**src/rtl/aec_expr_loader_pkg.sv**
```systemverilog
// Shared definitions for the AEC expression loader and the calculator front end.
package aec_pkg;

  // ASCII codes of the characters the calculator understands
  localparam logic [7:0] ChLParen = 8'h28;
  localparam logic [7:0] ChRParen = 8'h29;
  localparam logic [7:0] ChStar   = 8'h2A;
  localparam logic [7:0] ChPlus   = 8'h2B;
  localparam logic [7:0] ChMinus  = 8'h2D;
  localparam logic [7:0] ChZero   = 8'h30;
  localparam logic [7:0] ChNine   = 8'h39;
  localparam logic [7:0] ChEq     = 8'h3D;
  localparam logic [7:0] ChLowA   = 8'h61;
  localparam logic [7:0] ChLowF   = 8'h66;

  typedef enum logic [1:0] {
    StCollect = 2'd0,
    StIssue   = 2'd1,
    StWaitRes = 2'd2,
    StDrop    = 2'd3
  } state_e;

  localparam logic [2:0] ERR_NONE    = 3'd0;
  localparam logic [2:0] ERR_ILLEGAL = 3'd1;
  localparam logic [2:0] ERR_LEN     = 3'd2;
  localparam logic [2:0] ERR_PAREN   = 3'd3;
  localparam logic [2:0] ERR_EMPTY   = 3'd4;
  localparam logic [2:0] ERR_TIMEOUT = 3'd5;

endpackage

```
**src/rtl/aec_expr_loader_if.sv**
```systemverilog
// Host byte stream, calculator burst and error reporting signals of the loader.
interface aec_expr_loader_if;
  logic       in_valid;
  logic [7:0] in_data;
  logic       in_ready;
  logic [7:0] ascii_out;
  logic       aec_ready;
  logic       aec_valid;
  logic       err;
  logic [2:0] err_code;

  // Environment side: host plus calculator
  modport master (
    output in_valid, in_data, aec_valid,
    input  in_ready, ascii_out, aec_ready, err, err_code
  );

  // Loader side
  modport slave (
    input  in_valid, in_data, aec_valid,
    output in_ready, ascii_out, aec_ready, err, err_code
  );
endinterface

```
**src/rtl/aec_expr_loader_char_class.sv**
```systemverilog
// Combinational classifier for one ASCII byte of an AEC expression.
module aec_char_class
  import aec_pkg::*;
(
  input  logic [7:0] char_i,
  output logic       is_legal_o,
  output logic       is_lparen_o,
  output logic       is_rparen_o,
  output logic       is_eq_o
);

  logic is_digit, is_hex_alpha, is_op;

  // Decode digit, hex letter and operator groups, then combine
  always_comb begin
    is_digit     = (char_i >= ChZero) && (char_i <= ChNine);
    is_hex_alpha = (char_i >= ChLowA) && (char_i <= ChLowF);
    is_op        = (char_i == ChStar) || (char_i == ChPlus) || (char_i == ChMinus);
    is_lparen_o  = (char_i == ChLParen);
    is_rparen_o  = (char_i == ChRParen);
    is_eq_o      = (char_i == ChEq);
    is_legal_o   = is_digit || is_hex_alpha || is_op || is_lparen_o || is_rparen_o || is_eq_o;
  end

endmodule

```
**src/rtl/aec_expr_loader.sv**
```systemverilog
// Buffers one '='-terminated expression, screens it, and replays it to the calculator.
module aec_expr_loader
  import aec_pkg::*;
#(
  parameter int unsigned MAX_LEN   = 16,
  parameter int unsigned MAX_DEPTH = 2,
  parameter int unsigned TIMEOUT   = 255
) (
  input logic              clk,
  input logic              rst,
  aec_expr_loader_if.slave bus
);

  localparam int unsigned LenW  = $clog2(MAX_LEN) + 1;
  localparam int unsigned AddrW = $clog2(MAX_LEN);

  state_e          state_q, state_d;
  logic [LenW-1:0] len_q, len_d;
  logic [LenW-1:0] rd_ptr_q, rd_ptr_d;
  logic [1:0]      depth_q, depth_d;
  logic [7:0]      timer_q, timer_d;
  logic            err_q, err_d;
  logic [2:0]      err_code_q, err_code_d;
  logic [7:0]      buf_q [MAX_LEN];
  logic            wr_en;

  logic       in_ready, aec_ready;
  logic [7:0] ascii_out;
  logic       xfer;
  logic       is_legal, is_lparen, is_rparen, is_eq;

  aec_char_class u_char_class (
    .char_i      (bus.in_data),
    .is_legal_o  (is_legal),
    .is_lparen_o (is_lparen),
    .is_rparen_o (is_rparen),
    .is_eq_o     (is_eq)
  );

  assign xfer = bus.in_valid && in_ready;

  // State and counter registers
  always_ff @(posedge clk or negedge rst) begin
    if (!rst) begin
      state_q    <= StCollect;
      len_q      <= '0;
      rd_ptr_q   <= '0;
      depth_q    <= '0;
      timer_q    <= '0;
      err_q      <= 1'b0;
      err_code_q <= ERR_NONE;
    end else begin
      state_q    <= state_d;
      len_q      <= len_d;
      rd_ptr_q   <= rd_ptr_d;
      depth_q    <= depth_d;
      timer_q    <= timer_d;
      err_q      <= err_d;
      err_code_q <= err_code_d;
    end
  end

  // Expression buffer; contents are only meaningful below len_q
  always_ff @(posedge clk) begin
    if (wr_en) begin
      buf_q[len_q[AddrW-1:0]] <= bus.in_data;
    end
  end

  // Next state: screening while collecting, burst sequencing and result wait
  always_comb begin
    state_d    = state_q;
    len_d      = len_q;
    rd_ptr_d   = rd_ptr_q;
    depth_d    = depth_q;
    timer_d    = timer_q;
    err_d      = 1'b0;
    err_code_d = err_code_q;
    wr_en      = 1'b0;
    unique case (state_q)
      StCollect: begin
        if (xfer) begin
          if (!is_legal) begin
            err_d      = 1'b1;
            err_code_d = ERR_ILLEGAL;
            state_d    = StDrop;
          end else if (!is_eq && (len_q == LenW'(MAX_LEN - 1))) begin
            // Last slot is reserved for the terminating '='
            err_d      = 1'b1;
            err_code_d = ERR_LEN;
            state_d    = StDrop;
          end else if ((is_lparen && (depth_q == 2'(MAX_DEPTH))) ||
                       (is_rparen && (depth_q == 2'd0)) ||
                       (is_eq && (depth_q != 2'd0))) begin
            err_d      = 1'b1;
            err_code_d = ERR_PAREN;
            state_d    = StDrop;
          end else if (is_eq && (len_q == '0)) begin
            // Empty expression: nothing to drop, keep collecting
            err_d      = 1'b1;
            err_code_d = ERR_EMPTY;
          end else begin
            wr_en = 1'b1;
            len_d = len_q + LenW'(1);
            if (is_lparen) begin
              depth_d = depth_q + 2'd1;
            end else if (is_rparen) begin
              depth_d = depth_q - 2'd1;
            end
            if (is_eq) begin
              state_d  = StIssue;
              rd_ptr_d = '0;
            end
          end
        end
      end
      StDrop: begin
        if (xfer && is_eq) begin
          state_d = StCollect;
          len_d   = '0;
          depth_d = '0;
        end
      end
      StIssue: begin
        if (rd_ptr_q == (len_q - LenW'(1))) begin
          state_d = StWaitRes;
          timer_d = '0;
        end else begin
          rd_ptr_d = rd_ptr_q + LenW'(1);
        end
      end
      StWaitRes: begin
        if (bus.aec_valid) begin
          state_d = StCollect;
          len_d   = '0;
          depth_d = '0;
        end else if (timer_q == 8'(TIMEOUT - 1)) begin
          timer_d    = timer_q + 8'd1;
          err_d      = 1'b1;
          err_code_d = ERR_TIMEOUT;
          state_d    = StCollect;
          len_d      = '0;
          depth_d    = '0;
        end else begin
          timer_d = timer_q + 8'd1;
        end
      end
      default: state_d = StCollect;
    endcase
  end

  // Outputs decoded from state so an asynchronous reset drops them at once
  always_comb begin
    in_ready  = 1'b0;
    aec_ready = 1'b0;
    ascii_out = 8'h00;
    case (state_q)
      StCollect, StDrop: in_ready = 1'b1;
      StIssue: begin
        aec_ready = 1'b1;
        ascii_out = buf_q[rd_ptr_q[AddrW-1:0]];
      end
      default: ;
    endcase
  end

  assign bus.in_ready  = in_ready;
  assign bus.aec_ready = aec_ready;
  assign bus.ascii_out = ascii_out;
  assign bus.err       = err_q;
  assign bus.err_code  = err_code_q;

endmodule
```
**src/flat_wrapper.sv**
```systemverilog
// flat-port wrapper written by rule: the top's interface ports become plain ports
module aec_expr_loader_flat import aec_pkg::*;
#(
  parameter int unsigned MAX_LEN   = 16,
  parameter int unsigned MAX_DEPTH = 2,
  parameter int unsigned TIMEOUT   = 255
)
  (clk, rst, bus_in_valid, bus_in_data, bus_aec_valid, bus_in_ready, bus_ascii_out, bus_aec_ready, bus_err, bus_err_code);
  aec_expr_loader_if bus_i ();
  input logic clk;
  input logic rst;
  input wire logic [$bits(bus_i.in_valid)-1:0] bus_in_valid;
  input wire logic [$bits(bus_i.in_data)-1:0] bus_in_data;
  input wire logic [$bits(bus_i.aec_valid)-1:0] bus_aec_valid;
  output wire logic [$bits(bus_i.in_ready)-1:0] bus_in_ready;
  output wire logic [$bits(bus_i.ascii_out)-1:0] bus_ascii_out;
  output wire logic [$bits(bus_i.aec_ready)-1:0] bus_aec_ready;
  output wire logic [$bits(bus_i.err)-1:0] bus_err;
  output wire logic [$bits(bus_i.err_code)-1:0] bus_err_code;
  assign bus_i.in_valid = bus_in_valid;
  assign bus_i.in_data = bus_in_data;
  assign bus_i.aec_valid = bus_aec_valid;
  assign bus_in_ready = bus_i.in_ready;
  assign bus_ascii_out = bus_i.ascii_out;
  assign bus_aec_ready = bus_i.aec_ready;
  assign bus_err = bus_i.err;
  assign bus_err_code = bus_i.err_code;
  aec_expr_loader #(.MAX_LEN(MAX_LEN), .MAX_DEPTH(MAX_DEPTH), .TIMEOUT(TIMEOUT)) u_core (.clk(clk), .rst(rst), .bus(bus_i));
endmodule
```
**config.mk**
```make
export PLATFORM = sky130hd
export DESIGN_NAME = aec_expr_loader_flat
export DESIGN_NICKNAME = d
export VERILOG_FILES = /design/src/rtl/aec_expr_loader_pkg.sv /design/src/rtl/aec_expr_loader_if.sv /design/src/rtl/aec_expr_loader_char_class.sv /design/src/rtl/aec_expr_loader.sv /design/src/flat_wrapper.sv
export SDC_FILE = /design/constraint.sdc
export NUM_CORES = 1
export LEC_CHECK = 0
export CAP_MARGIN = 20
export CORE_UTILIZATION = 61
export DETAILED_ROUTE_END_ITERATION = 10
export PLACE_DENSITY_LB_ADDON = 0.15
export SYNTH_ARGS = -nofsm -noshare
export SYNTH_HDL_FRONTEND = slang
export SYNTH_SLANG_ARGS = --single-unit
```
**constraint.sdc**
```tcl
create_clock -name clk -period 3.26 [get_ports clk]
set_input_delay 0.652 -clock clk [delete_from_list [all_inputs] [get_ports clk]]
set_output_delay 0.652 -clock clk [all_outputs]
set_load 0.01 [all_outputs]
```
==> flow_metrics.env, run 1 <==
export IMPL_place_gp_congestion=0.823
export IMPL_grt_max_degree=37
export IMPL_switching_power_mw=1.96
export IMPL_start_kind="register"
export IMPL_status="finished clean"
export IMPL_synth_seq_cells=154
export IMPL_reg2regPathDepth=9
export IMPL_critPathTopFamily="multiplexers"
export IMPL_vdd_ir_drop_worst_v=0.000492
export IMPL_ctsLongestPathBuffers=2
export IMPL_relSlewSlack_pct=52.1
export IMPL_coreArea_um2=11000
export IMPL_post_place_ws_ns=-0.171
export IMPL_syn_area_per_cell_um2=16.1
export IMPL_drive_above_1_share_pct=28.1
export IMPL_whs_ns=0.501
export IMPL_ys_seq_area_share_pct=64.4
export IMPL_slew_violations=0
export IMPL_holdCritPathClass="register to register"
export IMPL_setup_viol=0
export IMPL_r2r_end="u_core.buf_q[13][0]"
export IMPL_numCtsBuffers=17
export IMPL_critPathArrivalTime_ns=2.57
export IMPL_fp_row_count=38
export IMPL_vias_per_cell=6.39
export IMPL_min_delay_path_depth=1
export IMPL_p_seq_share_pct=37.7
export IMPL_crit_path_end_kind="output pin"
export IMPL_path_max_fanout=6
export IMPL_synth_cells=433
export IMPL_fin_area_um2=8440
export IMPL_worstPathRequired_ns=2.61
export IMPL_first_global_vias=4212
export IMPL_reg2reg_slack_ns=0.44
export IMPL_ys_types=65
export IMPL_cts_tree="built"
export IMPL_post_route_period_util_pct=98.7
export IMPL_ant_nets=0
export IMPL_rr_startpoint="u_core.len_q[0]"
export IMPL_clock_skew_ns=0.00804
export IMPL_cts_sinks=154
export IMPL_yosys_warnings=0
export IMPL_clockPowerShare_pct=30.7
export IMPL_drt_iter0_drc=350
export IMPL_cap_violations=0
export IMPL_area_delta_synth_final_pct=21.0
export IMPL_synth_edf_count=128
export IMPL_synthArstFlopShare_pct=16.9
export IMPL_post_dp_hpwl_um=10000
export IMPL_port_buffers=25
export IMPL_drc=0
export IMPL_pwr_share_comb_pct=31.6
export IMPL_drt_total_wl_um=15300
export IMPL_first_pass_iters=5
export IMPL_die_h_um=109
export IMPL_grt_pass1_wl_um=23800
export IMPL_die_w_um=109
export IMPL_nets=545
export IMPL_fin_crit_ns=3.22
export IMPL_syn_area_um2=6980
export IMPL_syn_num_nets=457
export IMPL_hold_start="u_core.bus.err_code[2]"
export IMPL_vias=4309
export IMPL_fmax_mhz=311
export IMPL_cts_hold_fix_buffers=0
export IMPL_dieArea_um2=11900
export IMPL_synth_ff_type="edfxtp_1"
export IMPL_num_io_pins=26
export IMPL_clock_latency_ns=0.42
export IMPL_slowest_stage="mux4_2"
export IMPL_critPathBufInv=3
export IMPL_num_antenna_cells=0
export IMPL_rsz0062_at_grt="false"
export IMPL_place_area_um2=7780
export IMPL_fin_util_pct=76.9
export IMPL_fillers=620
export IMPL_grt_overflow_total=0
export IMPL_fin_tns_setup_ns=0
export IMPL_hold_end="u_core.bus.err_code[2]"
export IMPL_leakagePower_nw=2.99
export IMPL_wl_per_cell_um=22.7
export IMPL_crit_type="register to output pin"
export IMPL_clk_pin_slew_worst_paths_ns=0.06
export IMPL_grtUsageTotal_pct=29.0
export IMPL_p_int_mw=4.39
export IMPL_power_share_switching_pct=30.9
export IMPL_worstPathCellList="buf_12 -> buf_12 -> mux4_2 -> mux4_2 -> and2_1 -> clkdlybuf4s15_1"
export IMPL_slowest_delay_ns=0.52
export IMPL_p_per_area_nw_per_um2=751
export IMPL_worst_slew_pin_transition_ns=0.716
export IMPL_floorplan_initialDensity_pct=63.5
export IMPL_antenna_found_initial=0
export IMPL_hold_viol=0
export IMPL_root_buffer="clkbuf_16"
export IMPL_setup_ws_ns=0.0424
export IMPL_htree_num_levels=4
metal layers:
metal | track usage (%) | up-vias | wire, µm
met3 | 6.04 | 22 | 1030
li1 | - | 1927 | -
met4 | 11.5 | 0 | 271
met2 | 45.2 | 179 | 7530
met5 | 0 | - | 0
met1 | 40.2 | 2181 | 6480
flip-flops by register name, summed over array words and instances (netlist names):
| register | cells |
|---|---|
| u_core.len_q | 5 |
| u_core.depth_q | 2 |
| u_core.buf_q | 128 |
| u_core.timer_q | 8 |
| u_core.bus.err | 1 |
| u_core.bus.err_code | 3 |
| u_core.rd_ptr_q | 5 |
| u_core.state_q | 2 |
synth_stat cells (5+ instances only):
library cell | instances | area (µm²)
a22o_1 | 6 | 52.6
nand3_1 | 10 | 50.1
xnor2_1 | 5 | 43.8
nand2b_1 | 5 | 31.3
mux4_2 | 40 | 901
ha_1 | 12 | 150
and2_1 | 9 | 56.3
dfrtp_1 | 26 | 651
or3_1 | 5 | 31.3
edfxtp_1 | 128 | 3840
clkbuf_1 | 10 | 37.5
nor3_1 | 9 | 45.0
buf_2 | 6 | 30.0
nor2_1 | 25 | 93.8
o21ai_0 | 14 | 70.1
inv_1 | 12 | 45.0
nand2_1 | 22 | 82.6
mux2i_1 | 5 | 50.1
power by group through the flow:
stage	sequential (mW)	combinational [mW]	clock, mW
final	2.39	2.01	1.95
after global routing	2.41	2.16	2.04
after CTS	2.39	1.99	1.96
after detailed placement	2.43	1.89	0
after global placement	2.42	1.85	0
after floorplan	2.37	1.25	0
kinds of logic after synthesis:
group	share of synthesized area (%)
simple gates	9.59
fa+ha+maj	2.15
flops	64.4
xor+xnor	0.878
compound gates	6.56
mux	14.5
buf+inv	1.94
cell type report:
class | instances | area (µm²) | area share [%]
multi-input cells | 247 | 2350 | 27.8
clock buffers | 18 | 429 | 5.08
repair buffers | 88 | 788 | 9.33
well taps | 140 | 175 | 2.07
flip-flops and latches | 154 | 4500 | 53.2
inverters | 13 | 48.8 | 0.578
clock inverters | 14 | 158 | 1.87
cell usage in the layout (no fill, tap or decap), types with 14 or more instances in the layout:
cell type        synthesis  routed
buf_4                    0      56
clkbuf_16                0      17
clkdlybuf4s50_1          0      17
dfrtp_1                 26      25
edfxtp_1               128     128
mux4_2                  40      40
nand2_1                 22      22
nor2_1                  25      25
o21ai_0                 14      14
repair_timing:
| item | 4_1_cts | 5_1_grt |
|---|---|---|
| pin swaps | 0 | 0 |
| endpoints found under the setup margin | 8 | 5 |
| resized for setup | 17 | 6 |
| setup buffers | 3 | 1 |
| gates cloned | 1 | 0 |
worst max-delay path by stage:
stage | from | to | slack (ns) | cells past startpoint
floorplan | bus_in_data[2] | u_core.buf_q[0][0] | 0.04 | 7
global placement | bus_in_data[2] | u_core.buf_q[0][7] | -0.06 | 11
detailed placement | bus_in_data[5] | u_core.buf_q[13][5] | -0.17 | 8
CTS | u_core.rd_ptr_q[0] | bus_ascii_out[6] | 0.01 | 6
global route | u_core.rd_ptr_q[0] | bus_ascii_out[1] | 0.005 | 6
finish | u_core.rd_ptr_q[0] | bus_ascii_out[1] | 0.04 | 6
stage by stage:
step           total power, mW  std cells
3_3_place_gp              4.28        637
3_5_place_dp              4.32        637
2_1_floorplan             3.62        433
5_1_grt                   6.61        674
6_report                  6.34        674
4_1_cts                   6.33        673
worst reg2reg max path: stages (launching register included):
cell and delay (ns):
dfrtp_1 0.49, ha_1 0.32, and3_1 0.20, ha_1 0.22, o31ai_1 0.11, nand3_2 0.12
nor4_1 0.21, buf_4 0.16, nand2_1 0.06, nor2_1 0.55
Power figures use the tool's default switching activity.
==> inputs of run 2 (changes only) <==
--- a/config.mk
+++ b/config.mk
@@ -6,9 +6,10 @@
 export NUM_CORES = 1
 export LEC_CHECK = 0
 export CAP_MARGIN = 20
+export CORE_MARGIN = 10
 export CORE_UTILIZATION = 61
 export DETAILED_ROUTE_END_ITERATION = 10
-export PLACE_DENSITY_LB_ADDON = 0.15
+export PLACE_DENSITY = 0.87
 export SYNTH_ARGS = -nofsm -noshare
 export SYNTH_HDL_FRONTEND = slang
 export SYNTH_SLANG_ARGS = --single-unit
==> constraint.sdc (replaced) <==
create_clock -name clk -period 3.26 [get_ports clk]
set_input_delay 0.978 -clock clk [delete_from_list [all_inputs] [get_ports clk]]
set_output_delay 0.978 -clock clk [all_outputs]
set_load 0.01 [all_outputs]
==> flow_metrics.env, run 2 (synthesis results as in run 1) <==
export IMPL_status="finished with violations"
export IMPL_violations="setup timing"
export IMPL_fmax_mhz=289
export IMPL_htree_num_levels=4
export IMPL_setup_viol=8
export IMPL_wl_per_cell_um=27.1
export IMPL_worstPathRequired_ns=2.28
export IMPL_slowest_stage="mux4_2"
export IMPL_maxUsedRoutingLayer="met4"
export IMPL_post_route_period_util_pct=106
export IMPL_holdCritPathClass="register to register"
export IMPL_critPathTopFamily="multiplexers"
export IMPL_relSlewSlack_pct=43.5
export IMPL_clock_skew_ns=0.0119
export IMPL_port_buffers=25
export IMPL_dr_wl_met3_um=1480
export IMPL_antenna_found_initial=0
export IMPL_grt_max_degree=21
export IMPL_p_per_area_nw_per_um2=777
export IMPL_vias=4727
export IMPL_fp_row_count=39
export IMPL_floorplan_initialDensity_pct=61.6
export IMPL_wl_met2_um=9480
export IMPL_ant_nets=0
export IMPL_area_delta_synth_final_pct=23.3
export IMPL_final_cell_mix="128 x edfxtp_1, 50 x buf_4, 40 x mux4_2, 25 x dfrtp_1, 21 x nor2_1"
export IMPL_hold_viol=0
export IMPL_vdd_ir_drop_worst_v=0.000565
export IMPL_die_h_um=127
export IMPL_post_place_ws_ns=-0.409
export IMPL_grtUsageTotal_pct=22.3
export IMPL_slowest_delay_ns=0.57
export IMPL_slew_violations=0
export IMPL_critPathBufInv=2
export IMPL_cts_sinks=154
export IMPL_worst_slew_pin_transition_ns=0.845
export IMPL_root_buffer="clkbuf_16"
export IMPL_cp_common_cell="mux4_2"
export IMPL_first_pass_iters=6
export IMPL_num_antenna_cells=0
export IMPL_ctsLongestPathBuffers=2
export IMPL_worstPathCellList="buf_12 -> mux4_2 -> mux4_2 -> and2_4 -> buf_6"
export IMPL_numCtsBuffers=17
export IMPL_nets=544
export IMPL_leakagePower_nw=3.06
export IMPL_dieArea_um2=16100
export IMPL_coreArea_um2=11300
export IMPL_grt_overflow_total=0
export IMPL_clk_pin_slew_worst_paths_ns=0.06
export IMPL_post_dp_hpwl_um=10700
export IMPL_die_w_um=127
export IMPL_drt_iter0_drc=671
export IMPL_drive_above_1_share_pct=33.6
export IMPL_rsz0062_at_grt="true"
export IMPL_crit_path_end_kind="output pin"
export IMPL_cap_violations=0
export IMPL_crit_type="register to output pin"
export IMPL_largest_reg_flops=128
export IMPL_path_max_fanout=6
export IMPL_cts_tree="built"
export IMPL_place_gp_congestion=0.855
export IMPL_start_kind="register"
export IMPL_num_io_pins=26
export IMPL_first_global_vias=4596
export IMPL_fin_tns_setup_ns=-1.37
export IMPL_reg2reg_slack_ns=0.27
export IMPL_drc=0
export IMPL_vias_per_cell=6.99
export IMPL_grt_pass1_wl_um=27300
export IMPL_final_common_cell="edfxtp_1"
export IMPL_wl_met1_um=6800
export IMPL_setup_ws_ns=-0.204
export IMPL_critPathArrivalTime_ns=2.49
export IMPL_drt_total_wl_um=18300
export IMPL_fin_crit_ns=3.46
export IMPL_clock_latency_ns=0.43
-- run 2: layout make-up --
type,count,area (µm²)
clock buffer,18,429
clock inverter,14,181
fill,586,2720
inverter,13,48.8
multi-input combinational,247,2470
sequential,154,4500
tap,143,179
timing repair buffer,87,801
-- run 2: through the flow --
stage | instance area, µm² | utilization, % | hold WS, ns | std cells | power [mW]
final | 8610 | 76.0 | 0.498 | 676 | 6.69
after global routing | 8610 | 76.0 | 0.521 | 676 | 6.90
after CTS | 8550 | 75.5 | 0.501 | 678 | 6.61
after detailed placement | 7830 | 69.2 | 0.487 | 640 | 4.38
after global placement | 7830 | 69.2 | 0.484 | 640 | 4.28
after floorplan | 7000 | - | 0.499 | 433 | 3.63
-- run 2: layer usage --
metal	track usage, %	up-vias
met5	0	-
met4	6.97	0
met3	4.08	74
met2	38.9	373
met1	27.7	2355
li1	-	1925
-- run 2: final timing paths --
path | start | endpoint | depth (start not counted)
hold reg to reg | u_core.bus.err_code[2] | u_core.bus.err_code[2] | 1
min in group asynchronous | rst | u_core.depth_q[1] | 1
max in group asynchronous | rst | u_core.bus.err_code[0] | 2
setup reg to reg | u_core.len_q[0] | u_core.rd_ptr_q[1] | 10
setup / recovery | u_core.rd_ptr_q[0] | bus_ascii_out[0] | 5
hold / removal | u_core.bus.err_code[2] | u_core.bus.err_code[2] | 1
-- run 2: repair_timing --
item	4_1_cts	5_1_grt
cloned	3	0
setup endpoints to repair	10	143
buffers inserted	4	1
gates resized for setup	46	32
hold buffers	0	0
pin swaps	0	5
-- run 2: power by group --
group | switching, mW | leakage (nW) | internal, mW
registers | 0.212 | 1.49 | 2.24
clock network | 0.841 | 0.292 | 1.22
logic | 1.13 | 1.28 | 1.05
total | 2.18 | 3.06 | 4.51
-- run 2: worst register-to-register path: stages (launching register included) --
cell	delay, ns
dfrtp_1	0.57
inv_1	0.15
ha_1	0.36
nor2b_1	0.19
or3_1	0.36
a311oi_1	0.35
buf_4	0.22
nand2_1	0.15
nand3_2	0.16
buf_4	0.14
mux2i_1	0.24
==> RTL change, RTL diff (config.mk and constraints of run 2) <==
`MAX_LEN` is set to 16 in 2 places; all go to 8.
--- a/src/rtl/aec_expr_loader.sv
+++ b/src/rtl/aec_expr_loader.sv
@@ -2,7 +2,7 @@
 module aec_expr_loader
   import aec_pkg::*;
 #(
-  parameter int unsigned MAX_LEN   = 16,
+  parameter int unsigned MAX_LEN   = 8,
   parameter int unsigned MAX_DEPTH = 2,
   parameter int unsigned TIMEOUT   = 255
 ) (
--- a/src/flat_wrapper.sv
+++ b/src/flat_wrapper.sv
@@ -1,7 +1,7 @@
 // flat-port wrapper written by rule: the top's interface ports become plain ports
 module aec_expr_loader_flat import aec_pkg::*;
 #(
-  parameter int unsigned MAX_LEN   = 16,
+  parameter int unsigned MAX_LEN   = 8,
   parameter int unsigned MAX_DEPTH = 2,
   parameter int unsigned TIMEOUT   = 255
 )
Function: same outputs for any inputs over 4 cycles, from zero or initial values and one cycle with rst low; that may be too few to reach the edited logic, so the function may still have changed.
==> RTL change against run 2 <==
Routed wire length fell by 40%. Worst setup slack improved by 0.20 ns. Fmax rose by 6.2%. Area after synthesis fell by 37%. Largest cell class unchanged. Via count fell by 29%. First-iteration DRC count fell by 54%. Non-clock buffer count fell by 1. Sequential cell count fell by 66. The run still ends with setup timing left. Synthesized cell count fell by 22%. Final area fell by 37%. Total power fell by 46%. Highest routed layer unchanged.
==> RTL change: results (changes against run 2) <==
metric;value;unit;change
finalSetupViolCount;2;;-6
synth_cell_types;63;;-3.1%
crit_start;bus_in_data[1];;
drtIter0Drc;310;;-54%
clockRootBuffer;clkbuf_8;;
drc;0;;unchanged
cts_buffers;9;;-8
nNetsFinal;441;;-19%
holdWs;0.5105;ns;+0.01237 ns
critPathSlowestCell;or4_4;;
outcome;finished, violations left;;
hpwlAfterDp;7494;um;-30%
multi_input_area;1802;um^2;-27%
synth_xor_area_share;1.498;%;+0.62 points
leakage;0.002102;uW;-31%
htreeDepth;3;;-1
placed_area;5140;um^2;-34%
violations;setup timing;;
r2r_start;u_core.len_q[0];;
fin_tns_setup;-0.004481;ns;+1.368 ns
worstMarginPinSlew;0.6355;ns;-0.2093 ns
synth-compound-area-share;9.353;%;+2.8 points
diodes;0;;unchanged
grt_pass1_wl;17280;um;-37%
fillers;449;;-23%
ir_drop;0.4982;mV;-12%
drt-wirelength-per-cell;21.12;um;-22%
r2r_setup_slack;0.39;ns;+0.12 ns
synth_adder_area_share;2.826;%;+0.67 points
numPortBuffers;25;;unchanged
path_max_fanout;8;;+2
reg2reg_depth;8;;-2
ys_async_sr_fraction;27.27;%;+10 points
drive_above_1_share;27.59;%;-6.0 points
skew;0.008334;ns;-0.003571 ns
setup_slack;-0.003618;ns;+0.2007 ns
netSwitchingPower;1330;uW;-39%
synth-edff-count;64;;-50%
critPathTopFamily;simple AND/OR/NAND/NOR gates;;
gp_congestion;0.9198;;+7.6%
synth_most_common_cell;edfxtp_1;;
grt_antenna_before_repair;0;;unchanged
largest_reg_flops;64;;-50%
synth_top_cells_by_count;edfxtp_1 (64), nor2_1 (31), dfrtp_1 (24);;
synth_area_leaders;edfxtp_1 (43%), dfrtp_1 (14%), mux4_2 (8.1%);;
synthMuxAreaShare;11.47;%;-3.0 points
worstPathArrival;3.34;ns;+0.85 ns
clkTransAtPathRegs;0.09;ns;+0.03 ns
track_usage;19.71;%;-2.6 points
hold_start;u_core.bus.err_code[2];;
grt_max_degree;25;;+19%
syn-num-nets;360;;-21%
min_path_cells;1;;unchanged
hold_path_class;flip-flop to flip-flop;;
seq_area_frac_synth;56.97;%;-7.4 points
yosys_warnings;0;;unchanged
vias_per_cell;6.388;;-8.6%
first_pass_iters;5;;-1
clk_latency;0.36;ns;-0.07 ns
grt_pass1_vias;3368;;-27%
==> RTL change: layout make-up <==
type,count,area share (%)
timing repair buffer,86,14.23
clock inverter,7,1.147
sequential,88,46.28
multi-input combinational,223,33.04
tap,99,2.272
clock buffer,9,2.272
inverter,11,0.7572
==> RTL change: cells by family after synthesis <==
logic type      Yosys count
simple gates            118
mux                      30
compound gates           59
flops                    88
buf+inv                  27
xor+xnor                  6
fa+ha+maj                10
==> RTL change: path summary, 6_finish.rpt <==
path / endpoint
worst min register to register: u_core.bus.err_code[2]
worst max register to register: u_core.buf_q[3][2]
worst max-delay path: u_core.buf_q[3][2]
max in group asynchronous: u_core.rd_ptr_q[0]
worst min-delay path: u_core.bus.err_code[2]
min in group asynchronous: u_core.timer_q[4]
==> RTL change: routing by layer <==
metal  up-vias  GRT usage [%]  routed length (um)
met4         0          9.412                 303
met2       186          32.36                5522
met5         -              0                   0
li1       1463              -                   -
met1      1665          24.62                4282
met3        27          3.624                 936
==> RTL change: per-stage QoR <==
stage / worst slack [ns] / instances
detailed placement: -0.5870 / 499
finish: -0.003618 / 523
global route: -0.05406 / 523
global placement: -0.4828 / 499
CTS: 0.0009264 / 521
floorplan: -0.1150 / 338
==> RTL change: repair_timing <==
| action | CTS | global route |
|---|---|---|
| gates cloned | 1 | 1 |
| setup buffers | 5 | 1 |
| setup endpoints to repair | 66 | 37 |
| pin swaps | 7 | 2 |
| gates resized for setup | 26 | 8 |
==> RTL change: power groups by stage <==
stage | combinational, uW | clock [uW] | sequential [uW]
2_1_floorplan | 961 | 0 | 1380
3_3_place_gp | 1430 | 0 | 1410
3_5_place_dp | 1490 | 0 | 1420
4_1_cts | 1510 | 710 | 1400
5_1_grt | 1680 | 758 | 1420
6_report | 1530 | 707 | 1400
